[src/rtl/mini_src_pkg.sv]
// Shared constants and types for the Mini SRC control sequencer.
//   - bus-source select codes driven onto reg_out_select
//   - instruction opcodes (ir[31:27])
//   - ALU operation encodings driven onto alu_op
//   - control-step state enum and decoded instruction class enum
package mini_src_pkg;

    // Bus source selects
    localparam logic [4:0] BUS_REG  = 5'b00000;
    localparam logic [4:0] BUS_PC   = 5'b10100;
    localparam logic [4:0] BUS_IR   = 5'b10101;
    localparam logic [4:0] BUS_MDR  = 5'b10110;
    localparam logic [4:0] BUS_ZLO  = 5'b10111;
    localparam logic [4:0] BUS_C    = 5'b11000;
    localparam logic [4:0] BUS_NONE = 5'b11111;

    // Opcodes
    localparam logic [4:0] OP_LD   = 5'b00000;
    localparam logic [4:0] OP_ST   = 5'b00010;
    localparam logic [4:0] OP_ADD  = 5'b00011;
    localparam logic [4:0] OP_SUB  = 5'b00100;
    localparam logic [4:0] OP_AND  = 5'b00101;
    localparam logic [4:0] OP_OR   = 5'b00110;
    localparam logic [4:0] OP_ADDI = 5'b01100;
    localparam logic [4:0] OP_NOP  = 5'b11010;
    localparam logic [4:0] OP_HALT = 5'b11011;

    // ALU operations
    localparam logic [1:0] ALU_ADD = 2'b00;
    localparam logic [1:0] ALU_SUB = 2'b01;
    localparam logic [1:0] ALU_AND = 2'b10;
    localparam logic [1:0] ALU_OR  = 2'b11;

    typedef enum logic [3:0] {
        T0, T1, T2, T3, T4, T5, T6, T7, HLT
    } state_e;

    typedef enum logic [2:0] {
        IC_ALU, IC_IMM, IC_LD, IC_ST, IC_NOP, IC_HALT, IC_ILLEGAL
    } iclass_e;

endpackage

[src/rtl/mini_src_control_unit_if.sv]
// Control bundle between the Mini SRC sequencer and its datapath.
//   master: the control unit (reads ir/mem_ready/stop, drives strobes)
//   slave : the datapath and memory side
// Memory handshake: mem_read / mem_write is held high for as long as the
// request is outstanding; the access completes on the first rising edge
// where mem_ready is also high. mem_ready is meaningless at any other time.
interface mini_src_control_unit_if #(
    parameter int REG_AW = 4
) ();
    logic [31:0]       ir;
    logic              mem_ready;
    logic              stop;
    logic [4:0]        reg_out_select;
    logic [REG_AW-1:0] addr_out;
    logic [REG_AW-1:0] addr_in;
    logic              load;
    logic              pc_in;
    logic              inc_pc;
    logic              ir_in;
    logic              mar_in;
    logic              y_in;
    logic              z_in;
    logic              mdr_in;
    logic              mdr_rd;
    logic [1:0]        alu_op;
    logic              mem_read;
    logic              mem_write;
    logic              run;
    logic              illegal_op;
    logic              fault;

    modport master (
        input  ir, mem_ready, stop,
        output reg_out_select, addr_out, addr_in, load, pc_in, inc_pc,
               ir_in, mar_in, y_in, z_in, mdr_in, mdr_rd, alu_op,
               mem_read, mem_write, run, illegal_op, fault
    );

    modport slave (
        output ir, mem_ready, stop,
        input  reg_out_select, addr_out, addr_in, load, pc_in, inc_pc,
               ir_in, mar_in, y_in, z_in, mdr_in, mdr_rd, alu_op,
               mem_read, mem_write, run, illegal_op, fault
    );
endinterface

[src/rtl/mini_src_decoder.sv]
// Combinational opcode decoder.
//   opcode : ir[31:27]
//   iclass : instruction class (ALU / IMM / LD / ST / NOP / HALT / ILLEGAL)
//   alu_op : ALU operation for register-register ALU instructions, ADD otherwise
module mini_src_decoder
    import mini_src_pkg::*;
(
    input  logic [4:0] opcode,
    output iclass_e    iclass,
    output logic [1:0] alu_op
);

    always_comb begin
        iclass = IC_ILLEGAL;
        alu_op = ALU_ADD;
        case (opcode)
            OP_LD:   iclass = IC_LD;
            OP_ST:   iclass = IC_ST;
            OP_ADD:  iclass = IC_ALU;
            OP_SUB:  begin iclass = IC_ALU; alu_op = ALU_SUB; end
            OP_AND:  begin iclass = IC_ALU; alu_op = ALU_AND; end
            OP_OR:   begin iclass = IC_ALU; alu_op = ALU_OR;  end
            OP_ADDI: iclass = IC_IMM;
            OP_NOP:  iclass = IC_NOP;
            OP_HALT: iclass = IC_HALT;
            default: iclass = IC_ILLEGAL;
        endcase
    end

endmodule

[src/rtl/mini_src_control_unit.sv]
// Hardwired control sequencer for the Mini SRC datapath.
//   clk, reset : rising-edge clock, synchronous active-high reset
//   bus        : control bundle (master side), see mini_src_control_unit_if
//   dbg_state  : current control step, for observation only
// One control step per clock. Strobes are decoded from the registered step
// (plus the latched IR, which is stable from T3 onwards). Reset and stop
// gate the decode directly so that an asserted reset drops any request in
// the same cycle and a stop in T0 suppresses the fetch strobes at once.
module mini_src_control_unit
    import mini_src_pkg::*;
#(
    parameter int MAX_WAIT = 15,
    parameter int REG_AW   = 4
) (
    input  logic                    clk,
    input  logic                    reset,
    mini_src_control_unit_if.master bus,
    output state_e                  dbg_state
);

    localparam int CW = (MAX_WAIT > 1) ? $clog2(MAX_WAIT + 1) : 1;

    state_e        state;
    logic [CW-1:0] wait_cnt;
    logic          fault_q;
    iclass_e       iclass;
    logic [1:0]    dec_alu_op;
    logic          in_wait;
    logic          timed_out;

    mini_src_decoder u_decoder (
        .opcode (bus.ir[31:27]),
        .iclass (iclass),
        .alu_op (dec_alu_op)
    );

    // States in which the FSM is waiting on mem_ready.
    assign in_wait = (state == T1)
                  || (state == T6 && iclass == IC_LD)
                  || (state == T7 && iclass == IC_ST);

    // wait_cnt holds the number of wait cycles already spent; this cycle
    // would be number wait_cnt+1.
    assign timed_out = in_wait && !bus.mem_ready && (MAX_WAIT != 0)
                    && (int'(wait_cnt) + 1 == MAX_WAIT);

    always_ff @(posedge clk) begin
        if (reset) begin
            state    <= T0;
            wait_cnt <= '0;
            fault_q  <= 1'b0;
        end else if (in_wait && !bus.mem_ready) begin
            if (timed_out) begin
                state    <= HLT;
                fault_q  <= 1'b1;
                wait_cnt <= '0;
            end else begin
                wait_cnt <= wait_cnt + CW'(1);
            end
        end else begin
            // Any advance clears the counter, so every wait state starts at 0.
            wait_cnt <= '0;
            case (state)
                T0: if (!bus.stop) state <= T1;
                T1: state <= T2;
                T2: state <= T3;
                T3: begin
                    case (iclass)
                        IC_ALU, IC_IMM, IC_LD, IC_ST: state <= T4;
                        IC_HALT: state <= HLT;
                        default: state <= T0;
                    endcase
                end
                T4: state <= T5;
                T5: state <= (iclass == IC_LD || iclass == IC_ST) ? T6 : T0;
                T6: state <= T7;
                T7: state <= T0;
                HLT: state <= HLT;
                default: state <= T0;
            endcase
        end
    end

    always_comb begin
        bus.reg_out_select = BUS_NONE;
        bus.addr_out       = '0;
        bus.addr_in        = '0;
        bus.load           = 1'b0;
        bus.pc_in          = 1'b0;
        bus.inc_pc         = 1'b0;
        bus.ir_in          = 1'b0;
        bus.mar_in         = 1'b0;
        bus.y_in           = 1'b0;
        bus.z_in           = 1'b0;
        bus.mdr_in         = 1'b0;
        bus.mdr_rd         = 1'b0;
        bus.alu_op         = ALU_ADD;
        bus.mem_read       = 1'b0;
        bus.mem_write      = 1'b0;
        bus.illegal_op     = 1'b0;
        if (!reset) begin
            case (state)
                T0: begin
                    if (!bus.stop) begin
                        bus.reg_out_select = BUS_PC;
                        bus.mar_in         = 1'b1;
                        bus.inc_pc         = 1'b1;
                    end
                end
                T1: begin
                    bus.mem_read = 1'b1;
                    bus.mdr_rd   = 1'b1;
                    bus.mdr_in   = 1'b1;
                end
                T2: begin
                    bus.reg_out_select = BUS_MDR;
                    bus.ir_in          = 1'b1;
                end
                T3: begin
                    case (iclass)
                        IC_ALU, IC_IMM, IC_LD, IC_ST: begin
                            bus.reg_out_select = BUS_REG;
                            bus.addr_out       = REG_AW'(bus.ir[22:19]);
                            bus.y_in           = 1'b1;
                        end
                        IC_ILLEGAL: bus.illegal_op = 1'b1;
                        default: ;
                    endcase
                end
                T4: begin
                    bus.z_in = 1'b1;
                    if (iclass == IC_ALU) begin
                        bus.reg_out_select = BUS_REG;
                        bus.addr_out       = REG_AW'(bus.ir[18:15]);
                        bus.alu_op         = dec_alu_op;
                    end else begin
                        bus.reg_out_select = BUS_C;
                    end
                end
                T5: begin
                    bus.reg_out_select = BUS_ZLO;
                    if (iclass == IC_LD || iclass == IC_ST) begin
                        bus.mar_in = 1'b1;
                    end else begin
                        bus.load    = 1'b1;
                        bus.addr_in = REG_AW'(bus.ir[26:23]);
                    end
                end
                T6: begin
                    bus.mdr_in = 1'b1;
                    if (iclass == IC_LD) begin
                        bus.mem_read = 1'b1;
                        bus.mdr_rd   = 1'b1;
                    end else begin
                        bus.reg_out_select = BUS_REG;
                        bus.addr_out       = REG_AW'(bus.ir[26:23]);
                    end
                end
                T7: begin
                    if (iclass == IC_LD) begin
                        bus.reg_out_select = BUS_MDR;
                        bus.load           = 1'b1;
                        bus.addr_in        = REG_AW'(bus.ir[26:23]);
                    end else begin
                        bus.mem_write = 1'b1;
                    end
                end
                default: ;
            endcase
        end
    end

    assign bus.run   = reset || (state != HLT);
    assign bus.fault = !reset && fault_q;
    assign dbg_state = state;

endmodule

[src/flat_wrapper.sv]
// flat-port wrapper written by rule: the top's interface ports become plain ports
module mini_src_control_unit_flat import mini_src_pkg::*;
#(
    parameter int MAX_WAIT = 15,
    parameter int REG_AW   = 4
)
  (clk, reset, dbg_state, bus_ir, bus_mem_ready, bus_stop, bus_reg_out_select, bus_addr_out, bus_addr_in, bus_load, bus_pc_in, bus_inc_pc, bus_ir_in, bus_mar_in, bus_y_in, bus_z_in, bus_mdr_in, bus_mdr_rd, bus_alu_op, bus_mem_read, bus_mem_write, bus_run, bus_illegal_op, bus_fault);
  mini_src_control_unit_if #(.REG_AW(REG_AW)) bus_i ();
  input  logic clk;
  input  logic reset;
  output state_e dbg_state;
  input wire logic [$bits(bus_i.ir)-1:0] bus_ir;
  input wire logic [$bits(bus_i.mem_ready)-1:0] bus_mem_ready;
  input wire logic [$bits(bus_i.stop)-1:0] bus_stop;
  output wire logic [$bits(bus_i.reg_out_select)-1:0] bus_reg_out_select;
  output wire logic [$bits(bus_i.addr_out)-1:0] bus_addr_out;
  output wire logic [$bits(bus_i.addr_in)-1:0] bus_addr_in;
  output wire logic [$bits(bus_i.load)-1:0] bus_load;
  output wire logic [$bits(bus_i.pc_in)-1:0] bus_pc_in;
  output wire logic [$bits(bus_i.inc_pc)-1:0] bus_inc_pc;
  output wire logic [$bits(bus_i.ir_in)-1:0] bus_ir_in;
  output wire logic [$bits(bus_i.mar_in)-1:0] bus_mar_in;
  output wire logic [$bits(bus_i.y_in)-1:0] bus_y_in;
  output wire logic [$bits(bus_i.z_in)-1:0] bus_z_in;
  output wire logic [$bits(bus_i.mdr_in)-1:0] bus_mdr_in;
  output wire logic [$bits(bus_i.mdr_rd)-1:0] bus_mdr_rd;
  output wire logic [$bits(bus_i.alu_op)-1:0] bus_alu_op;
  output wire logic [$bits(bus_i.mem_read)-1:0] bus_mem_read;
  output wire logic [$bits(bus_i.mem_write)-1:0] bus_mem_write;
  output wire logic [$bits(bus_i.run)-1:0] bus_run;
  output wire logic [$bits(bus_i.illegal_op)-1:0] bus_illegal_op;
  output wire logic [$bits(bus_i.fault)-1:0] bus_fault;
  assign bus_i.ir = bus_ir;
  assign bus_i.mem_ready = bus_mem_ready;
  assign bus_i.stop = bus_stop;
  assign bus_reg_out_select = bus_i.reg_out_select;
  assign bus_addr_out = bus_i.addr_out;
  assign bus_addr_in = bus_i.addr_in;
  assign bus_load = bus_i.load;
  assign bus_pc_in = bus_i.pc_in;
  assign bus_inc_pc = bus_i.inc_pc;
  assign bus_ir_in = bus_i.ir_in;
  assign bus_mar_in = bus_i.mar_in;
  assign bus_y_in = bus_i.y_in;
  assign bus_z_in = bus_i.z_in;
  assign bus_mdr_in = bus_i.mdr_in;
  assign bus_mdr_rd = bus_i.mdr_rd;
  assign bus_alu_op = bus_i.alu_op;
  assign bus_mem_read = bus_i.mem_read;
  assign bus_mem_write = bus_i.mem_write;
  assign bus_run = bus_i.run;
  assign bus_illegal_op = bus_i.illegal_op;
  assign bus_fault = bus_i.fault;
  mini_src_control_unit #(.MAX_WAIT(MAX_WAIT), .REG_AW(REG_AW)) u_core (.clk(clk), .reset(reset), .bus(bus_i), .dbg_state(dbg_state));
endmodule
[config.mk]
export PLATFORM = sky130hd
export DESIGN_NAME = mini_src_control_unit_flat
export DESIGN_NICKNAME = d
export VERILOG_FILES = /design/src/rtl/mini_src_pkg.sv /design/src/rtl/mini_src_control_unit_if.sv /design/src/rtl/mini_src_decoder.sv /design/src/rtl/mini_src_control_unit.sv /design/src/flat_wrapper.sv
export SDC_FILE = /design/constraint.sdc
export NUM_CORES = 1
export LEC_CHECK = 0
export CORE_MARGIN = 1
export CORE_UTILIZATION = 38
export DETAILED_ROUTE_END_ITERATION = 10
export PLACE_DENSITY = 0.92
export SETUP_SLACK_MARGIN = 0.2
export SLEW_MARGIN = 30
export SYNTH_ARGS = -nofsm -noshare
export SYNTH_HDL_FRONTEND = slang
export SYNTH_HIERARCHICAL = 1
export SYNTH_SLANG_ARGS = --single-unit
[constraint.sdc]
create_clock -name clk -period 3.6 [get_ports clk]
set_input_delay 0.9 -clock clk [delete_from_list [all_inputs] [get_ports clk]]
set_output_delay 0.9 -clock clk [all_outputs]
set_load 0.1 [all_outputs]
==> results.sh, run 1 <==
export IMPL_arrival_ns=2.96
export IMPL_die_w_um=57.58
export IMPL_finalHoldViolCount=0
export IMPL_antenna_found_initial=0
export IMPL_io_buffers=52
export IMPL_fin_tns_setup_ns=-3.176
export IMPL_drc=1
export IMPL_drt_iter0_drc=174
export IMPL_status="finished with violations"
export IMPL_drtPass1Iterations=10
export IMPL_syn2layout_area_growth_pct=129.4
export IMPL_setup_viol=16
export IMPL_ys_seq_elements=9
export IMPL_io_pins=69
export IMPL_grt_usage_pct=35.58
export IMPL_required_ns=2.70
export IMPL_postLayoutCoreUtil_pct=95.18
export IMPL_yosysWarnings=6
export IMPL_ctsHoldBuffers=0
export IMPL_synthTopCellsByArea="dfxtp_1, nor2_1, nor3_1, a21oi_1, nand2b_1"
export IMPL_gp_congestion=0.9348
export IMPL_cts_buffer_depth=2
export IMPL_grt_max_degree=18
export IMPL_cts_buffers_inserted=3
export IMPL_worst_slack_ns=-0.2566
export IMPL_worst_slew_margin_rel_pct=47.36
export IMPL_ir_worst_vdd_mv=0.3240
export IMPL_drt_total_wl_mm=7.195
export IMPL_violations="DRC, setup timing"
export IMPL_fin_skew_ns=0.01425
export IMPL_final_common_cell="buf_4"
export IMPL_die_h_um=57.58
export IMPL_clockRootBuffer="clkbuf_4"
export IMPL_ant_nets=0
export IMPL_cap_viol_max_count=0
export IMPL_grt_pass1_wl_mm=9.025
export IMPL_initial_core_util_pct=41.49
export IMPL_timing_hold_ws_ns=0.5659
export IMPL_rows=19
export IMPL_syn_inst=153
export IMPL_drv_slew=0
export IMPL_die_area_sq_um=3315
export IMPL_crit_fanout=5
export IMPL_p_leak_nw=0.9988
export IMPL_num_vias=1873
export IMPL_cp_end_kind="primary output"
export IMPL_fmax_ghz=0.2593
export IMPL_layout_common_cells="buf_4, buf_12, clkdlybuf4s50_1"
export IMPL_drive_gt1_share_pct=58.75
export IMPL_criticalPathCategory="in -> out"
export IMPL_design_area_sq_um=2693
export IMPL_yosysTopAreaCellShare_pct=15.35
export IMPL_path_clk_slew_ns=0.08
export IMPL_finalCriticalPeriod_ns=3.857
export IMPL_syn_area_per_cell_sq_um=7.671
export IMPL_synth_edff_count=0
export IMPL_cts_tree="yes"
export IMPL_dp_hpwl_mm=3.867
export IMPL_grt_overflow_total=0
export IMPL_synth_area_sq_um=1174
export IMPL_fillers=56
export IMPL_async_flop_share_pct=0
export IMPL_yosys_area_top_type="dfxtp_1"
export IMPL_dpl_worst_slack_ns=-0.7248
export IMPL_vias_per_cell=6.911
export IMPL_synth_fp_nets=191
export IMPL_synth_seq_area_share_pct=15.35
export IMPL_h_tree_depth=1
export IMPL_start_kind="primary input"
export IMPL_cts_sinks=9
export IMPL_n_antenna_cell=0
export IMPL_fin_nets=279
export IMPL_synth_distinct_cells=55
export IMPL_core_sq_um=2829
export IMPL_power_uw=616.0
export IMPL_wl_per_cell_um=26.55
export IMPL_hold_class="reg -> reg"
export IMPL_p_per_area_nw_per_um2=228.8
export IMPL_layoutNonFillerInstCount=271
export IMPL_fin_crit_sh_pct=107.1
export IMPL_post_place_cells=255
export IMPL_worstSkewPairLatency_ns=0.29
export IMPL_dpl_instance_area_sq_um=2391
export IMPL_grt_pass1_vias=1720
export IMPL_worst_pin_slew_ns=0.7867
export IMPL_rsz0062_at_grt="yes"
export IMPL_synth_flop_cell="dfxtp_1"
export IMPL_rrSetupSlack_ns=1.11
==> repair_timing <==
item                       4_1_cts  5_1_grt
setup endpoints to repair       22       20
setup buffers                    6        6
pin swaps                       10       14
gates resized for setup         39       29
==> worst max-delay path: stages <==
cell	delay, ns
buf_8	0.11
maj3_2	0.30
o32a_1	0.37
buf_4	0.18
nor3_4	0.20
and4b_2	0.32
buf_4	0.14
buf_6	0.08
and3_4	0.18
buf_12	0.17
==> registers in the layout (all words and copies together) (netlist names) <==
register and cells:
u_core/wait_cnt 4, u_core/dbg_state 4, u_core/fault_q 1
==> power by group <==
part | switching (mW) | internal, mW | total (mW)
Sequential | 0.0178 | 0.103 | 0.121
Combinational | 0.252 | 0.153 | 0.405
Clock | 0.0469 | 0.0431 | 0.0900
==> per-layer routing <==
layer  vias up  track usage (%)  wire (um)
met5         -                0          0
met4         0            12.89        649
met3        69            4.989        660
met2       191            65.61       3484
met1       867            41.32       2400
li1        746                -          -
==> cell usage after synthesis, drive strengths merged (3+ instances only) <==
cell type and number:
a21oi 10, a222oi 4, and2 3, and3 3, buf 9, clkbuf 3
dfxtp 9, inv 7, nand2 6, nand2b 9, nand3 4, nor2 17
nor3 12, nor4 4, o21ai 3, o31ai 3, o32ai 3, or3 4
==> logic make-up (layout without fill, tap and decap cells) <==
logic type,count (synthesis),in the layout,synth area share [%]
xor gates and xnor gates,4,4,2.986
and+or+nand+nor,77,77,39.77
AOI/OAI and AO/OA,39,39,28.57
DFF,9,9,15.35
other,1,1,0.3195
adders and majority gates,3,3,3.091
buffers and inverters,19,106,8.955
muxes,1,1,0.9594
==> worst paths after layout <==
kind | start | to | cells past startpoint
worst max-delay path | bus_ir[28] | bus_alu_op[0] | 10
worst min-delay path | u_core/fault_q | u_core/fault_q | 2
worst max register to register | u_core/dbg_state[1] | u_core/dbg_state[2] | 4
worst min register to register | u_core/fault_q | u_core/fault_q | 2
==> area by class of cell <==
cell class	instances	area (sq um)	share of cell area (%)
clock buffer	4	26.28	0.9758
inverter	7	26.28	0.9758
multi-input combinational	125	1265	46.98
sequential	9	182.7	6.784
tap	31	38.79	1.441
timing repair buffer	95	1154	42.84
(Power assumes the default switching activity.)
==> run 2: changes to the inputs <==
--- a/config.mk
+++ b/config.mk
@@ -5,10 +5,12 @@
 export SDC_FILE = /design/constraint.sdc
 export NUM_CORES = 1
 export LEC_CHECK = 0
+export CELL_PAD_IN_SITES_DETAIL_PLACEMENT = 0
+export CELL_PAD_IN_SITES_GLOBAL_PLACEMENT = 2
 export CORE_MARGIN = 1
-export CORE_UTILIZATION = 38
+export CORE_UTILIZATION = 19
 export DETAILED_ROUTE_END_ITERATION = 10
-export PLACE_DENSITY = 0.92
+export PLACE_DENSITY = 0.9
 export SETUP_SLACK_MARGIN = 0.2
 export SLEW_MARGIN = 30
 export SYNTH_ARGS = -nofsm -noshare
==> constraint.sdc (replaced) <==
create_clock -name clk -period 3.6 [get_ports clk]
set_input_delay 0.9 -clock clk [delete_from_list [all_inputs] [get_ports clk]]
set_output_delay 0.9 -clock clk [all_outputs]
set_load 0.02 [all_outputs]
==> results.sh, run 2 (synthesized netlist as in run 1, its figures left out) <==
export IMPL_grt_max_degree=16
export IMPL_gp_congestion=0.8949
export IMPL_drt_total_wl_mm=4.404
export IMPL_rows=28
export IMPL_die_h_um=80.60
export IMPL_io_buffers=52
export IMPL_arrival_ns=2.79
export IMPL_start_kind="primary input"
export IMPL_syn2layout_area_growth_pct=94.35
export IMPL_wl_per_cell_um=14.07
export IMPL_n_antenna_cell=0
export IMPL_violations="setup timing"
export IMPL_drtPass1Iterations=5
export IMPL_fin_crit_sh_pct=102.6
export IMPL_initial_core_util_pct=19.71
export IMPL_cts_sinks=9
export IMPL_cts_buffers_inserted=3
export IMPL_worstSkewPairLatency_ns=0.23
export IMPL_fin_tns_setup_ns=-0.2852
export IMPL_die_w_um=80.60
export IMPL_num_vias=1518
export IMPL_critPathBufInv=3
export IMPL_dp_hpwl_mm=3.248
export IMPL_path_cells="buf_8 > nor3b_4 > a21oi_2 > o32a_1 > or3b_4 > a2111oi_4 > buf_4 > and4_4 > buf_6"
export IMPL_final_common_cell="buf_4"
export IMPL_cap_viol_max_count=0
export IMPL_cts_tree="yes"
export IMPL_p_leak_nw=0.9045
export IMPL_cts_buffer_depth=2
export IMPL_fillers=611
export IMPL_crit_slowest_cell="or3b_4"
export IMPL_grt_pass1_vias=1460
export IMPL_hold_class="reg -> reg"
export IMPL_setup_viol=9
export IMPL_vias_per_cell=4.850
export IMPL_status="finished with violations"
export IMPL_criticalPathCategory="in -> out"
export IMPL_worst_slew_margin_rel_pct=66.63
export IMPL_grt_pass1_wl_mm=6.969
export IMPL_required_ns=2.70
export IMPL_ant_nets=0
export IMPL_core_sq_um=5956
export IMPL_grt_overflow_total=0
export IMPL_crit_family="simple AND/OR/NAND/NOR gates"
export IMPL_power_uw=461.7
export IMPL_drive_gt1_share_pct=47.48
export IMPL_h_tree_depth=1
export IMPL_cp_slowest_stage_delay_ns=0.44
export IMPL_finalHoldViolCount=0
export IMPL_io_pins=69
export IMPL_path_clk_slew_ns=0.04
export IMPL_worst_slack_ns=-0.09483
export IMPL_rsz0062_at_grt="yes"
export IMPL_drc=0
export IMPL_fin_skew_ns=0.001058
export IMPL_antenna_found_initial=0
export IMPL_cp_end_kind="primary output"
export IMPL_fin_nets=277
export IMPL_clockRootBuffer="clkbuf_8"
export IMPL_crit_fanout=4
export IMPL_postLayoutCoreUtil_pct=38.30
export IMPL_p_per_area_nw_per_um2=202.4
export IMPL_drt_iter0_drc=81
export IMPL_drv_slew=0
export IMPL_worst_pin_slew_ns=0.4999
export IMPL_ir_worst_vdd_mv=0.09857
export IMPL_layout_common_cells="buf_4, clkdlybuf4s50_1, buf_6"
export IMPL_die_area_sq_um=6496
export IMPL_finalCriticalPeriod_ns=3.695
export IMPL_grt_usage_pct=13.56
export IMPL_fmax_ghz=0.2706
export IMPL_timing_hold_ws_ns=0.4584
-- run 2: cell count changes in the layout (fill, tap and decap cells not counted), sizes merged --
cell / before / now
clkdlybuf4s15: 0 / 1
clkbuf: 5 / 4
clkdlybuf4s50: 15 / 21
dlygate4sd2: 0 / 5
buf: 79 / 66
-- run 2: cell type report --
class	count	area, sq um	area share, %
Inverter	7	26.28	1.152
Multi-Input combinational cell	125	1085	47.56
Clock buffer	4	45.04	1.975
Tap cell	75	93.84	4.114
Sequential cell	9	180.2	7.899
Timing Repair Buffer	93	850.8	37.30
-- run 2: metal layers --
metal / global-route usage, % / up-vias / wire length, um
met2: 22.12 / 56 / 2006
met1: 17.33 / 709 / 1952
met4: 5.000 / 0 / 88
met5: 0 / - / 0
li1: - / 742 / -
met3: 2.841 / 11 / 357
-- run 2: worst register-to-register path: cells and delay by family, from the launching register on --
kind,cells,cell delay [ns]
compound gates,2,0.49
flops,1,0.63
simple gates,2,0.81
-- run 2: through the flow --
step / std cells / worst slack (ns) / instance area, sq um
final: 313 / -0.09483 / 2281
after global routing: 313 / -0.1522 / 2281
after detailed placement: 296 / -0.9383 / 1967
after global placement: 296 / -0.9015 / 1967
after CTS: 311 / -0.09534 / 2188
after floorplan: 153 / -0.03579 / 1221
-- run 2: path summary, 6_finish.rpt --
check                                         start                  end  slack [ns]  cells past startpoint
worst max-delay path                     bus_ir[27]       bus_addr_in[3]       -0.09                      9
worst max register to register  u_core/dbg_state[2]  u_core/dbg_state[2]        1.57                      4
worst min-delay path                 u_core/fault_q       u_core/fault_q        0.46                      2
worst min register to register       u_core/fault_q       u_core/fault_q        0.46                      2
-- run 2: where the power goes --
group,switching (mW),total [mW],leakage (nW),internal [mW]
Combinational,0.123,0.240,0.809,0.116
Sequential,0.00471,0.108,0.0729,0.103
Clock,0.0370,0.114,0.0228,0.0769
-- run 2: timing repair --
item / 4_1_cts / 5_1_grt
resized for setup: 168 / 19
hold buffers: 0 / 0
setup buffers: 11 / 2
endpoints found under the setup margin: 26 / 21
pin swaps: 18 / 8
